[src/rtl/if_stage_pkg.sv]
// Shared pipeline definitions: bubble instruction, reset PC default, IF-stage states
// and the IF/ID pipeline register layout.
package if_stage_pkg;

    localparam logic [31:0] PIPE_NOP_INSTR = 32'h0000_0013;
    localparam logic [31:0] PIPE_RESET_PC  = 32'h0000_0000;

    typedef enum logic [1:0] {
        S_REQ  = 2'd0,
        S_HOLD = 2'd1,
        S_DROP = 2'd2,
        S_TRAP = 2'd3
    } if_state_e;

    typedef struct packed {
        logic [31:0] pc;
        logic [31:0] instr;
        logic        valid;
        logic        misalign;
    } if_id_t;

    function automatic logic is_misaligned(input logic [31:0] addr);
        return addr[1:0] != 2'b00;
    endfunction

endpackage

[src/rtl/if_stage_if_id_reg.sv]
// IF/ID pipeline register with load/hold/flush; reset leaves a bubble at pc 0.
// Priority: reset > load > flush > hold. Flush keeps the pc field.
module if_id_reg
    import if_stage_pkg::*;
#(
    parameter logic [31:0] NOP_INSTR = PIPE_NOP_INSTR
) (
    input  logic        clk,
    input  logic        reset,
    input  logic        load,
    input  logic        flush,
    input  logic [31:0] d_pc,
    input  logic [31:0] d_instr,
    input  logic        d_valid,
    input  logic        d_misalign,
    output logic [31:0] q_pc,
    output logic [31:0] q_instr,
    output logic        q_valid,
    output logic        q_misalign
);

    if_id_t slot;

    always_ff @(posedge clk) begin
        if (reset) begin
            slot <= '{pc: 32'h0, instr: NOP_INSTR, valid: 1'b0, misalign: 1'b0};
        end else if (load) begin
            slot <= '{pc: d_pc, instr: d_instr, valid: d_valid, misalign: d_misalign};
        end else if (flush) begin
            slot.instr    <= NOP_INSTR;
            slot.valid    <= 1'b0;
            slot.misalign <= 1'b0;
        end
    end

    assign q_pc       = slot.pc;
    assign q_instr    = slot.instr;
    assign q_valid    = slot.valid;
    assign q_misalign = slot.misalign;

endmodule

[src/rtl/if_stage.sv]
// Instruction-fetch stage: PC register, single-outstanding imem handshake,
// stall skid, redirect-while-pending drop and misaligned-target trap.
//
// state  | meaning
// S_REQ  | request at pc_if outstanding, waiting for valid
// S_HOLD | word captured in skid while stalled, no request
// S_DROP | redirect seen with request pending; old response will be discarded
// S_TRAP | misaligned redirect target reported, fetch halted
module if_stage
    import if_stage_pkg::*;
#(
    parameter logic [31:0] RESET_PC  = PIPE_RESET_PC,
    parameter logic [31:0] NOP_INSTR = PIPE_NOP_INSTR
) (
    input  logic        i_clk,
    input  logic        i_reset,
    input  logic [31:0] i_pc_next,
    input  logic        i_br_taken,
    input  logic        i_stall,
    output logic        o_imem_req,
    output logic [31:0] o_imem_addr,
    input  logic        i_imem_valid,
    input  logic [31:0] i_imem_rdata,
    output logic [31:0] o_pc_if,
    output logic [31:0] o_pc_plus4_if,
    output logic [31:0] o_pc_id,
    output logic [31:0] o_instr_id,
    output logic        o_valid_id,
    output logic        o_misalign_id
);

    if_state_e   state, state_nxt;
    logic [31:0] pc_if, pc_nxt;
    logic [31:0] skid, skid_nxt;
    logic [31:0] redir, redir_nxt;

    logic        take_target;
    logic [31:0] target;
    logic        ld, fl;
    logic [31:0] d_pc, d_instr;
    logic        d_misalign;

    always_ff @(posedge i_clk) begin
        if (i_reset) begin
            state <= S_REQ;
            pc_if <= RESET_PC;
            skid  <= 32'h0;
            redir <= 32'h0;
        end else begin
            state <= state_nxt;
            pc_if <= pc_nxt;
            skid  <= skid_nxt;
            redir <= redir_nxt;
        end
    end

    always_comb begin
        state_nxt   = state;
        pc_nxt      = pc_if;
        skid_nxt    = skid;
        redir_nxt   = redir;
        take_target = 1'b0;
        target      = i_pc_next;
        ld          = 1'b0;
        fl          = 1'b0;
        d_pc        = pc_if;
        d_instr     = i_imem_rdata;
        d_misalign  = 1'b0;

        if (i_br_taken) begin
            if ((state == S_REQ || state == S_DROP) && !i_imem_valid) begin
                state_nxt = S_DROP;
                redir_nxt = i_pc_next;
                fl        = 1'b1;
            end else begin
                take_target = 1'b1;
            end
        end else begin
            case (state)
                S_REQ: begin
                    if (i_imem_valid) begin
                        if (i_stall) begin
                            skid_nxt  = i_imem_rdata;
                            state_nxt = S_HOLD;
                        end else begin
                            ld     = 1'b1;
                            pc_nxt = i_pc_next;
                        end
                    end else if (!i_stall) begin
                        fl = 1'b1;
                    end
                end
                S_HOLD: begin
                    if (!i_stall) begin
                        ld        = 1'b1;
                        d_instr   = skid;
                        pc_nxt    = i_pc_next;
                        state_nxt = S_REQ;
                    end
                end
                S_DROP: begin
                    // The discarded response retires the old request even under stall;
                    // IF/ID already holds a bubble from the redirect flush.
                    if (i_imem_valid) begin
                        take_target = 1'b1;
                        target      = redir;
                    end else if (!i_stall) begin
                        fl = 1'b1;
                    end
                end
                S_TRAP: begin
                    if (!i_stall) begin
                        fl = 1'b1;
                    end
                end
                default: state_nxt = S_REQ;
            endcase
        end

        if (take_target) begin
            pc_nxt = target;
            if (is_misaligned(target)) begin
                state_nxt  = S_TRAP;
                ld         = 1'b1;
                d_pc       = target;
                d_instr    = NOP_INSTR;
                d_misalign = 1'b1;
            end else begin
                state_nxt = S_REQ;
                fl        = 1'b1;
            end
        end
    end

    assign o_imem_req    = (state == S_REQ || state == S_DROP) && !i_reset;
    assign o_imem_addr   = pc_if;
    assign o_pc_if       = pc_if;
    assign o_pc_plus4_if = pc_if + 32'd4;

    if_id_reg #(
        .NOP_INSTR (NOP_INSTR)
    ) u_if_id_reg (
        .clk        (i_clk),
        .reset      (i_reset),
        .load       (ld),
        .flush      (fl),
        .d_pc       (d_pc),
        .d_instr    (d_instr),
        .d_valid    (1'b1),
        .d_misalign (d_misalign),
        .q_pc       (o_pc_id),
        .q_instr    (o_instr_id),
        .q_valid    (o_valid_id),
        .q_misalign (o_misalign_id)
    );

endmodule

[config.mk]
export PLATFORM = sky130hd
export DESIGN_NAME = if_stage
export DESIGN_NICKNAME = d
export VERILOG_FILES = /design/src/rtl/if_stage_pkg.sv /design/src/rtl/if_stage_if_id_reg.sv /design/src/rtl/if_stage.sv
export SDC_FILE = /design/constraint.sdc
export NUM_CORES = 1
export LEC_CHECK = 0
export ABC_AREA = 1
export CORE_MARGIN = 1.5
export CORE_UTILIZATION = 30
export DETAILED_ROUTE_END_ITERATION = 16
export PLACE_DENSITY = 0.58
export SLEW_MARGIN = 20
export SYNTH_ARGS = -nofsm -noshare
export SYNTH_HDL_FRONTEND = slang
export SYNTH_HIERARCHICAL = 1
export SYNTH_SLANG_ARGS = --single-unit
[constraint.sdc]
create_clock -name i_clk -period 2.49 [get_ports i_clk]
set_input_delay 0.498 -clock i_clk [delete_from_list [all_inputs] [get_ports i_clk]]
set_output_delay 0.498 -clock i_clk [all_outputs]
set_load 0.01 [all_outputs]
# Yosys cells after proc, flatten, opt, wreduce, memory -nomap -nowiden

Cells that the tools add are included.

Input bits: 69
Register bits: 164
Word-level logic and storage cells: 77

Bitwise operators: 1
Mux-type cells: 43
Add/subtract/negate cells: 1
Reductions and logical operators: 15
Eq/ne operators: 9

Operators by type and width:

| kind                                                                     | count |
|---|---|
| 32-bit two-way mux                                                       | 14 |
| 34-bit two-way mux                                                       | 2 |
| 32-bit one-hot mux with 2 select lines                                   | 1 |
| 32-bit by 3-bit adder with 32-bit output (second input constant)         | 1 |
| 1-bit two-way mux                                                        | 16 |
| 2-bit two-way mux                                                        | 7 |
| 4-bit inequality test (second input constant)                            | 3 |
| 3-bit AND reduction                                                      | 2 |
| 5-bit AND reduction                                                      | 1 |
| 2-bit equality test (second input constant)                              | 2 |
| 1-bit one-hot mux with 2 select lines                                    | 2 |
| 2-bit one-hot mux with 2 select lines                                    | 1 |
| 2-bit nonzero test                                                       | 2 |
| 4-bit nonzero test                                                       | 1 |
| 3-bit by 1-bit inequality test with 1-bit output (second input constant) | 1 |
| 3-bit inequality test (second input constant)                            | 1 |
| 3-bit nonzero test                                                       | 1 |
| 2-bit by 1-bit equality test with 1-bit output (second input constant)   | 1 |
| 1-bit logical AND                                                        | 2 |
| 1-bit zero test                                                          | 2 |
| 2-bit zero test                                                          | 1 |
| 2-bit by 1-bit inequality test with 1-bit output (second input constant) | 1 |
| 2-bit AND reduction                                                      | 1 |
| 2-bit OR reduction                                                       | 1 |
| other kinds (2)                                                          | 2 |

# Logic depth before layout (Yosys ltp)

Depth in word-level cells: 9
Mapped depth: 14
Depth with buffers taken out: 12

# Modules after synthesis

Netlist, hierarchy kept.

By module, submodules not included:

| module    | times used | cells an instance | area each (um2) |
|---|---|---|---|
| if_stage  | 1          | 1133              | 6575.1 |
| if_id_reg | 1          | 293               | 2348.5 |

# Least setup slack after synthesis

Ideal clock, no wire load.

Kind: in2reg
From: input i_imem_valid
To: register u_if_id_reg.slot, in the netlist u_if_id_reg/q_pc[24]
Library setup time: 116 ps
Buffers on the path: 2
Cell stages on the path: 13
Required time: 2374 ps
Arrival: 2086 ps
Slack: 288 ps
Cell sequence: nand2_1 > nor2_2 > nand2_2 > nand2_1 > nand2_1 > nand2_2 > nand2_2 > buf_6 > o21ai_0 > inv_1 > buf_2 > nor2_1 > nor2_1

Cells in the longest elaborated chain, start to end: 6

RTL lines:

| what                   | line                     | source |
|---|---|---|
| start: declaration     | if_stage.sv:22           | `input logic i_imem_valid,` |
| 32-bit two-way mux     | if_stage.sv:104          | `if (i_imem_valid) begin` |
| 32-bit two-way mux     | if_stage.sv:79           | `case (state)` |
| 32-bit two-way mux     | if_stage.sv:70           | `if (i_br_taken) begin` |
| 2-bit nonzero test     | if_stage_pkg.sv:23       | `return addr[1:0] != 2'b00;` |
| 1-bit two-way mux      | if_stage.sv:122          | `if (is_misaligned(target)) begin` |
| 1-bit two-way mux (*)  | if_stage.sv:120          | `if (take_target) begin` |
| named net ld           | if_stage.sv:39           | `logic ld, fl;` |
| end signal: assignment | if_stage_if_id_reg.sv:26 | `slot <= '{pc: 32'h0, instr: NOP_INSTR, valid: 1'b0, misalign: 1'b0};` |
| end signal: assignment | if_stage_if_id_reg.sv:28 | `slot <= '{pc: d_pc, instr: d_instr, valid: d_valid, misalign: d_misalign};` |
| end: declaration       | if_stage_if_id_reg.sv:22 | `if_id_t slot;` |

Mark *: on every way through the listed nets, which the timed path passes. The rest lies on a longest branch.
A chain may end at the register's enable or synchronous reset.

# Worst setup path in the final report

From: register pc_if[11], in the netlist o_imem_addr[11]
To: output o_pc_plus4_if[15]

Cells in the longest elaborated chain, start to end: 1

RTL lines:

| what                                     | line            | source |
|---|---|---|
| start: declaration                       | if_stage.sv:33  | `logic [31:0] pc_if, pc_nxt;` |
| start signal: assignment                 | if_stage.sv:51  | `pc_if <= pc_nxt;` |
| 32-bit by 3-bit adder with 32-bit output | if_stage.sv:138 | `assign o_pc_plus4_if = pc_if + 32'd4;` |
| end: declaration                         | if_stage.sv:25  | `output logic [31:0] o_pc_plus4_if,` |

Every way passes these cells.

==> results_dict.tcl <==
set metrics [dict create \
    syn_nets 1496 \
    synthSimpleGateAreaFrac_pct 28.7 \
    placementRows 62 \
    final_net_count 1724 \
    clock_skew_ns 0.0277 \
    p_switching_mw 3.07 \
    stdcell_count 2051 \
    track_usage_pct 20.7 \
    boundaryPins 232 \
    period_share_pct 97.1 \
    port_buffers 231 \
    design.core.area_um2 29000 \
    status "finished, final reports clean" \
    placement.setup.worst_slack_ns -0.0811 \
    timing.slew.headroom_pct 61.3 \
    cts-buffers-inserted 17 \
    worst_pin_slew_ns 0.579 \
    synth_compound_gate_area_share_pct 18.6 \
    clk-insertion-delay-late_ns 0.45 \
    overflow 0 \
    timing.critical_path.slowest_cell_delay_ns 0.38 \
    layout-drive-gt1-share_pct 13.0 \
    min_path_type "reg -> reg" \
    cp.required_ns 1.99 \
    globalplace.congestion 0.923 \
    vias 9833 \
    cp_num_buf_inv 1 \
    drt_iter0_markers 819 \
    start_util_pct 30.8 \
    report.final.hold_viol_count 0 \
    final-max-slew-violation-count 0 \
    clk_path_buf_depth 2 \
    synthCells 1426 \
    critPathLaunchType "flip-flop" \
    drtAntennaViolNets 0 \
    tritoncts "done" \
    detailed_place_hpwl_um 22800 \
    crit_type "reg -> out" \
    mappedNetlistArea_um2 8920 \
    min_period_ns 2.42 \
    insertedDiodeCount 0 \
    cp_slowest_cell "dfxtp_4" \
    power.combinational.fraction_pct 31.8 \
    mostFrequentLayoutCells "nand2_1 (424), clkdlybuf4s50_1 (203), o21ai_0 (180)" \
    vdd_ir_drop_max_uv 492 \
    dpl.cell_count 2015 \
    yosys.area_share.adder_pct 0.140 \
    finalSetupViolCount 0 \
    p_int_mw 5.53 \
    crit_fanout 5 \
    number_of_register_bits_inferred_by_synthesis 164 \
    clock_tree.htree_level_count 4 \
    switching_share_pct 35.7 \
    power.leakage_nw 5.52 \
    die_height_um 175 \
    critical_path_arrival_ns 1.92 \
    synth_cell_types 31 \
    global_route_wire_length_before_repair_um 49900 \
    critPathCaptureType "output port" \
    drc 0 \
    fp.dieW_um 175 \
    post_synth_xor_area_fraction_pct 1.86 \
    synth-seq-area-share_pct 36.8 \
    cp_top_family "simple AND/OR/NAND/NOR gates" \
    maxCapViolations 0 \
    cts_hold_repair.buffers 0 \
    synthToLayoutAreaGrowth_pct 41.7 \
    whs_ns 0.446 \
    synth.avg_cell_area_um2 6.26 \
    die_area_um2 30800 \
    ctsRootBufferMaster "clkbuf_16" \
    length_of_the_first_detailed_routing_pass_in_iterations 7 \
    seq_power_share_pct 36.8 \
    most_common_library_cell_in_the_layout_ignoring_fill_and_taps "nand2_1" \
    synth-warning-count 6 \
    largest_family_of_logic_cells_by_synthesized_area "simple AND/OR/NAND/NOR gates" \
    grt_antenna_before_repair 0 \
    synthMuxAreaShare_pct 0.112 \
    final_critical_path_setup_slack_ns 0.0729 \
    max_freq_mhz 414 \
    post-route-cell-area_um2 12600 \
    grt_max_degree 65 \
    clock_sinks 164 \
    placed_cell_area_um2 11900 \
    cellPowerDensity_nw_per_um2 680 \
    vias_per_cell 4.79 \
    first_global_vias 9075 \
    clk_transition_reported_paths_ns 0.08 \
    postRouteWirelength_um 32100 \
    crit_path_cell_trace "nand2_1, nor2_2, nand2_2, nor3_4, xor2_1, dlygate4sd2_1" \
    routedWlPerCell_um 15.6 \
    clock_power_share_pct 31.4 \
]
## final cells by class
| cell class | count | area (um2) |
|---|---|---|
| Fill cell | 3054 | 16400 |
| Tap cell | 384 | 480 |
| Timing Repair Buffer | 320 | 3060 |
| Clock buffer | 17 | 425 |
| Inverter | 153 | 574 |
| Sequential cell | 164 | 3330 |
| Clock inverter | 15 | 174 |
| Multi-Input combinational cell | 998 | 4600 |
## routing by layer
layer  routed length [um]  share of wire, %  GRT usage, %
met4                  365               1.1          4.17
met1                14400                45          27.6
met3                 2430               7.6          4.31
met5                    0                 0             0
met2                14900                46          34.5
## path summary, 6_finish.rpt
kind,slack [ns],start,end,depth (start not counted)
worst max-delay path,0.07,o_imem_addr[11]$_SDFFE_PP0P_,o_pc_plus4_if[15],6
worst min-delay path,0.45,skid[6]$_SDFFE_PP0P_,skid[6]$_SDFFE_PP0P_,2
worst max register to register,0.50,state[1]$_SDFFE_PP0P_,u_if_id_reg/q_instr[28]$_SDFFE_PP0P_,12
worst min register to register,0.45,skid[6]$_SDFFE_PP0P_,skid[6]$_SDFFE_PP0P_,2
## worst reg2reg max path: stages (launching register included)
cell	delay, ns
dfxtp_1	0.45
nand2_1	0.10
nor2_2	0.12
buf_4	0.14
nand3_1	0.14
nand2_1	0.13
nand2_2	0.08
nand2_2	0.11
o21ai_4	0.11
nor2_4	0.19
buf_12	0.17
nand2_1	0.07
a21oi_1	0.12
## repair_timing
action | in CTS | in global routing
setup buffers | 1 | 3
gates resized for setup | 69 | 53
endpoints found under the setup margin | 26 | 24
pin swaps | 2 | 10
## Yosys cell counts
master / count / area [um2]
o21bai_1: 1 / 7.51
inv_1: 150 / 563
nand3b_1: 4 / 30.0
a21oi_1: 121 / 606
nor2_2: 1 / 6.26
xnor2_1: 1 / 8.76
nand3_2: 2 / 20.0
mux2i_1: 1 / 10.0
o21ai_0: 181 / 906
nand4_1: 6 / 37.5
buf_6: 7 / 78.8
a21oi_2: 7 / 61.3
clkbuf_1: 39 / 146
dfxtp_1: 164 / 3280
nand2_1: 431 / 1620
ha_1: 1 / 12.5
inv_2: 3 / 11.3
buf_2: 21 / 105
xor2_1: 18 / 158
nor2_1: 161 / 604
nor2_4: 1 / 11.3
clkbuf_2: 2 / 10.0
o21ai_1: 14 / 70.1
nand3_1: 24 / 120
buf_1: 1 / 3.75
o21ai_2: 1 / 8.76
buf_4: 41 / 308
nor3_1: 14 / 70.1
nor3b_1: 1 / 7.51
conb_1: 1 / 3.75
nand2_2: 6 / 37.5
## flip-flops by register name, indices dropped and copies added (netlist names)
signal                  flops
redir                      32
o_imem_addr                32
u_if_id_reg/q_instr        32
u_if_id_reg/q_valid         1
u_if_id_reg/q_misalign      1
u_if_id_reg/q_pc           32
state                       2
skid                       32
## cells by family after synthesis
family	after synthesis
multiplexers	1
buffers and inverters	264
AND/OR/NAND/NOR	651
other	1
adder cells (fa/ha/maj)	1
XOR/XNOR	19
flip-flops	164
AO/OA/AOI/OAI	325
## power by group through the flow
| stage | combinational [mW] | sequential [mW] | clock (mW) |
|---|---|---|---|
| final | 2.73 | 3.16 | 2.70 |
| after global routing | 3.00 | 3.19 | 2.88 |
| after CTS | 2.73 | 3.15 | 2.75 |
| after detailed placement | 2.74 | 3.19 | 0 |
| after global placement | 2.72 | 3.20 | 0 |
| after floorplan | 1.32 | 3.25 | 0 |
## metrics by stage
step	util, %	power, mW	TNS, ns
2_1_floorplan	-	4.57	0
3_3_place_gp	40.9	5.92	0
3_5_place_dp	40.9	5.94	-2.60
4_1_cts	43.3	8.64	0
5_1_grt	43.6	9.07	-0.0195
6_report	43.6	8.60	0
(Power assumes the default switching activity.)
